<file path="config.mk">
export PLATFORM = sky130hd
export DESIGN_NAME = idex_skid_pipe
export DESIGN_NICKNAME = d
export VERILOG_FILES = /design/src/rtl/idex_skid_pipe.sv
export SDC_FILE = /design/constraint.sdc
export NUM_CORES = 1
export LEC_CHECK = 0
export CAP_MARGIN = 10
export CORE_MARGIN = 5
export CORE_UTILIZATION = 33
export DETAILED_ROUTE_END_ITERATION = 10
export MAX_ROUTING_LAYER = met4
export PLACE_DENSITY = 0.57
export SLEW_MARGIN = 20
export SYNTH_ARGS = -nofsm -noshare
export SYNTH_HDL_FRONTEND = slang
export SYNTH_SLANG_ARGS = --single-unit
export TNS_END_PERCENT = 5
</file>
<file path="constraint.sdc">
create_clock -name clk -period 25 [get_ports clk]
set_clock_uncertainty 0.1 [all_clocks]
set_input_delay 5 -clock clk [delete_from_list [all_inputs] [get_ports clk]]
set_output_delay 5 -clock clk [all_outputs]
set_load 0.05 [all_outputs]
</file>
<file path="src/rtl/idex_skid_pipe.sv">
// ---------------------------------------------------------------------------
// idex_skid_pipe
//
// Elastic decode-to-execute pipeline stage. It replaces a hold-vector register
// stage with a DEPTH-entry circular skid buffer and valid/ready flow control.
// The payload is opaque: the instantiating module packs instruction, address,
// register/CSR addresses, decode info and immediate into in_data_i.
//
// Parameters:
//   DATA_W    payload width (>=1)
//   DEPTH     number of buffer entries (1..4)
//   IDLE_VAL  value shown on out_data_o while the stage is empty (NOP payload)
//   CNT_W     occupancy count width, $clog2(DEPTH+1)
//
// Ports:
//   clk          core clock
//   rst_n        asynchronous active-low reset
//   in_valid_i   upstream payload valid
//   in_ready_o   stage can accept a payload this cycle (registered state only)
//   in_data_i    upstream payload
//   out_valid_o  head entry valid
//   out_ready_i  downstream accepts the head entry
//   out_data_o   head payload, IDLE_VAL when out_valid_o=0
//   flush_i      synchronous flush, discards every entry
//   count_o      current number of valid entries
// ---------------------------------------------------------------------------
module idex_skid_pipe #(
  parameter int                DATA_W   = 256,
  parameter int                DEPTH    = 2,
  parameter logic [DATA_W-1:0] IDLE_VAL = '0,
  parameter int                CNT_W    = $clog2(DEPTH + 1)
) (
  input  logic              clk,
  input  logic              rst_n,
  input  logic              in_valid_i,
  output logic              in_ready_o,
  input  logic [DATA_W-1:0] in_data_i,
  output logic              out_valid_o,
  input  logic              out_ready_i,
  output logic [DATA_W-1:0] out_data_o,
  input  logic              flush_i,
  output logic [CNT_W-1:0]  count_o
);

  localparam int               PTR_W    = (DEPTH > 1) ? $clog2(DEPTH) : 1;
  localparam logic [PTR_W-1:0] LAST_PTR = PTR_W'(DEPTH - 1);
  localparam logic [CNT_W-1:0] FULL_CNT = CNT_W'(DEPTH);

  logic [DATA_W-1:0] mem [DEPTH];
  logic [PTR_W-1:0]  wr_ptr;
  logic [PTR_W-1:0]  rd_ptr;
  logic [CNT_W-1:0]  count;
  logic              push;
  logic              pop;

  // Pointers wrap by explicit compare so non-power-of-2 depths work.
  function automatic logic [PTR_W-1:0] next_ptr(input logic [PTR_W-1:0] ptr);
    if (ptr == LAST_PTR) begin
      return '0;
    end
    return ptr + PTR_W'(1);
  endfunction

  // Ready depends only on the registered count, so there is no path from
  // out_ready_i to in_ready_o. This is what limits DEPTH=1 to half rate.
  assign in_ready_o  = (count < FULL_CNT);
  assign out_valid_o = (count != '0);

  // A flush cycle swallows both handshakes, so neither side may treat its
  // transfer as done.
  assign push = in_valid_i & in_ready_o & ~flush_i;
  assign pop  = out_valid_o & out_ready_i & ~flush_i;

  // Storage is never reset, so the empty stage is masked to the NOP payload.
  assign out_data_o = out_valid_o ? mem[rd_ptr] : IDLE_VAL;
  assign count_o    = count;

  // Pointer and occupancy state; flush has priority over push/pop.
  always_ff @(posedge clk or negedge rst_n) begin
    if (!rst_n) begin
      wr_ptr <= '0;
      rd_ptr <= '0;
      count  <= '0;
    end else if (flush_i) begin
      wr_ptr <= '0;
      rd_ptr <= '0;
      count  <= '0;
    end else begin
      if (push) begin
        wr_ptr <= next_ptr(wr_ptr);
      end
      if (pop) begin
        rd_ptr <= next_ptr(rd_ptr);
      end
      case ({push, pop})
        2'b10:   count <= count + CNT_W'(1);
        2'b01:   count <= count - CNT_W'(1);
        default: count <= count;
      endcase
    end
  end

  // Payload RAM, write-only on push.
  always_ff @(posedge clk) begin
    if (push) begin
      mem[wr_ptr] <= in_data_i;
    end
  end

  // The handshake should make overflow and underflow impossible.
  a_no_overflow : assert property (@(posedge clk) disable iff (!rst_n)
    count <= FULL_CNT);
  a_no_underflow : assert property (@(posedge clk) disable iff (!rst_n)
    !(pop && !push && (count == '0)));

endmodule

</file>
==> metrics.txt <==
CTS Buffer Depth 3; DIE HEIGHT 254.2 µm; # Max-Cap Violations 0; Synth Instances 1104; Critical R2R Launch count_o[1]; synthesized area per cell 17.82 µm²; Setup Viol. Count Final 0; top_reg_cell synth edfxtp_1; layout cells sized above 1 5.830%; Ys Warns 0; number of flops mapped to enable cells by yosys 512; Worst IR Drop VDD 49.18 µV; setup repair after global routing missed its margin no; Worst Path Required 19.90 ns; Pre-Repair DR Iteration Count 4; Core ar. 59020 µm²; post-synthesis simple-gate area fraction 5.163%; final hold viol count 0; Largest delay share family, worst path buffers and inverters; Sink Count 516; initial DRC count 493; CP Max Fanout 54; dpl hpwl 32900 µm; area of the die 64610 µm²; grt ovf 0; xor and xnor area share after synthesis 0.08902%; P&R area growth vs syn 38.19%; Clk Latency, worst-skew pair 0.58 ns; max frequency 0.1032 GHz; slowest stage delay, CP 0.83 ns; CP startpoint kind register; first-pass GRT wire length 71390 µm; mux share of post-synthesis cell area 13.08%; Post-CTS Setup Inserts 0; adder-cell share of the synthesized area 0%; Hold WC Path Type reg -> reg; htree depth 2; drt wl/cell 19.94 µm; Worst R2R End mem[1][183]; FILL cells 5184; Crit Path Class reg -> out; post-CTS resize count 0; GRT Util Overall 14.89%; Hold Buf Count CTS 0; Yosys reg bits 516; Worst R2R Path Depth 4; Bufs and invs on worst path 5; Final Max Slew Viols 0; DR vias 11.04k; net count reported at finish 1900; initial antenna violation count 11; Synthesized Nets 1365; die width 254.2 µm; setup TNS 0 ns; hold path startpoint wr_ptr; compound-gate portion of the synthesized area 0.1017%; root buffer cell clkbuf_16; Synth Cell Area 19680 µm²; crit path time final 9.687 ns; hold path depth 2; Num CTS Buffers 55; # DRC 0; FFs w/ async S/R, synth 0.7752%; IO Pins 521; pwr dens 76.40 nW/µm²; Worst Path Arrival 4.59 ns; sequential-to-total area share from yosys stat 78.64%; total power 0.002077 W; GP Congestion 0.8096; CP Capture Type output pin; outcome complete, no violations; worst-margin pin slew 1.105 ns; WL final 49190 µm; number of global-route vias before repair 11.53k; largest net degree at the start of global routing 147; worst path cell trace buf_12 -> buf_12 -> buf_4 -> buf_4 -> mux2i_1 -> nor2_1 -> clkdlybuf4s50_1; largest family of logic cells by synthesized area multiplexers; TritonCTS clock tree yes; footprint of the multi-input gates 3642 µm²; # port buffers 520; final core occ 46.07%; Reg2Reg Setup Slack 21.96 ns; starting density of the core 33.34%; end of the worst hold path wr_ptr; ANT nets after route 0; placed insts 2355; Avg Vias per Cell 4.475; slew margin rel. 26.35%; Final Cycle Share 38.75%; CTS clk-pin slew, worst paths 0.06 ns; post-route non-filler standard cell count 2467; Seq. cell area 15480 µm²; Slowest cell on crit path clkdlybuf4s50_1; Static Leak 8.751 nW; Std-Cell Rows 89; Synth cell types 21
## synthesized netlist by cell type, types with 2 or more instances
master | number | area (µm²)
clkbuf_1 | 2 | 7.510
a21oi_1 | 2 | 10.01
buf_8 | 24 | 360.4
nor2_1 | 258 | 968.4
nand2b_1 | 2 | 12.51
edfxtp_1 | 512 | 15370
o21ai_0 | 2 | 10.01
dfrtp_1 | 4 | 100.1
mux2i_1 | 256 | 2562
buf_4 | 6 | 45.04
buf_2 | 23 | 115.1
buf_12 | 2 | 40.04
xor2_1 | 2 | 17.52
nor2b_1 | 2 | 12.51
## layout by cell type, fill, tap and decap left out, drive strengths merged
cell type,n
clkbuf,66
xor2,2
clkinvlp,5
nor3,1
nor2,259
clkdlybuf4s50,520
edfxtp,512
a21oi,2
nor2b,2
o21ai,2
nor3b,1
clkinv,24
bufinv,3
mux2,1
diode,13
mux2i,256
dfrtp,4
inv,3
nand2b,2
buf,15
nand2,1
## worst min-delay path, cell delays in order (launching register included)
cell	delay (ns)
dfrtp_1	0.39
xor2_1	0.08
nor2_1	0.08
## cells by family after synthesis
| logic type | after synthesis |
|---|---|
| XOR/XNOR | 2 |
| flip-flops | 516 |
| buffers and inverters | 59 |
| AND/OR/NAND/NOR | 266 |
| AO/OA/AOI/OAI | 4 |
| multiplexers | 257 |
## sequential cells by signal, indices dropped and copies added, names as in the netlist
register,cells
mem,512
rd_ptr,1
count_o,2
wr_ptr,1
## final cells by class
type | instances | area share [%]
Antenna cell | 13 | 0.1196
Clock buffer | 66 | 5.291
Clock inverter | 33 | 0.9479
Inverter | 2 | 0.02761
Multi-Input combinational cell | 529 | 13.39
Sequential cell | 516 | 56.92
Tap cell | 773 | 3.557
Timing Repair Buffer | 535 | 19.74
## routing by layer
metal	GRT usage [%]	up-vias	wire length (µm)
met1	18.05	5414	20020
li1	-	5218	-
met5	-	-	0
met3	4.273	68	3470
met4	4.280	0	1106
met2	24.52	341	24590
## report_power, final
group	switching (W)	internal (W)
Sequential	0.00000919	0.000992
Combinational	0.000196	0.000115
Clock	0.000325	0.000440
Total	0.000531	0.00155
## per-stage QoR
step                      hold WS [ns]  setup WS (ns)  cell area (µm²)
final                           0.4922          15.31            27190
after global routing            0.5107          15.03            27190
after CTS                       0.4947          15.18            27160
after detailed placement        0.4874          15.86            25460
after global placement          0.4559          15.70            25420
after floorplan                 0.4193        0.06344            19680
## worst max-delay path by stage
| stage | endpoint | cells after the start | startpoint |
|---|---|---|---|
| CTS | out_data_o[122] | 7 | rd_ptr |
| global placement | out_data_o[160] | 5 | rd_ptr |
| detailed placement | out_data_o[122] | 7 | rd_ptr |
| global route | out_data_o[110] | 7 | rd_ptr |
| finish | out_data_o[122] | 7 | rd_ptr |
| floorplan | mem[1][0] | 2 | in_valid_i |
(Power assumes the default switching activity.)
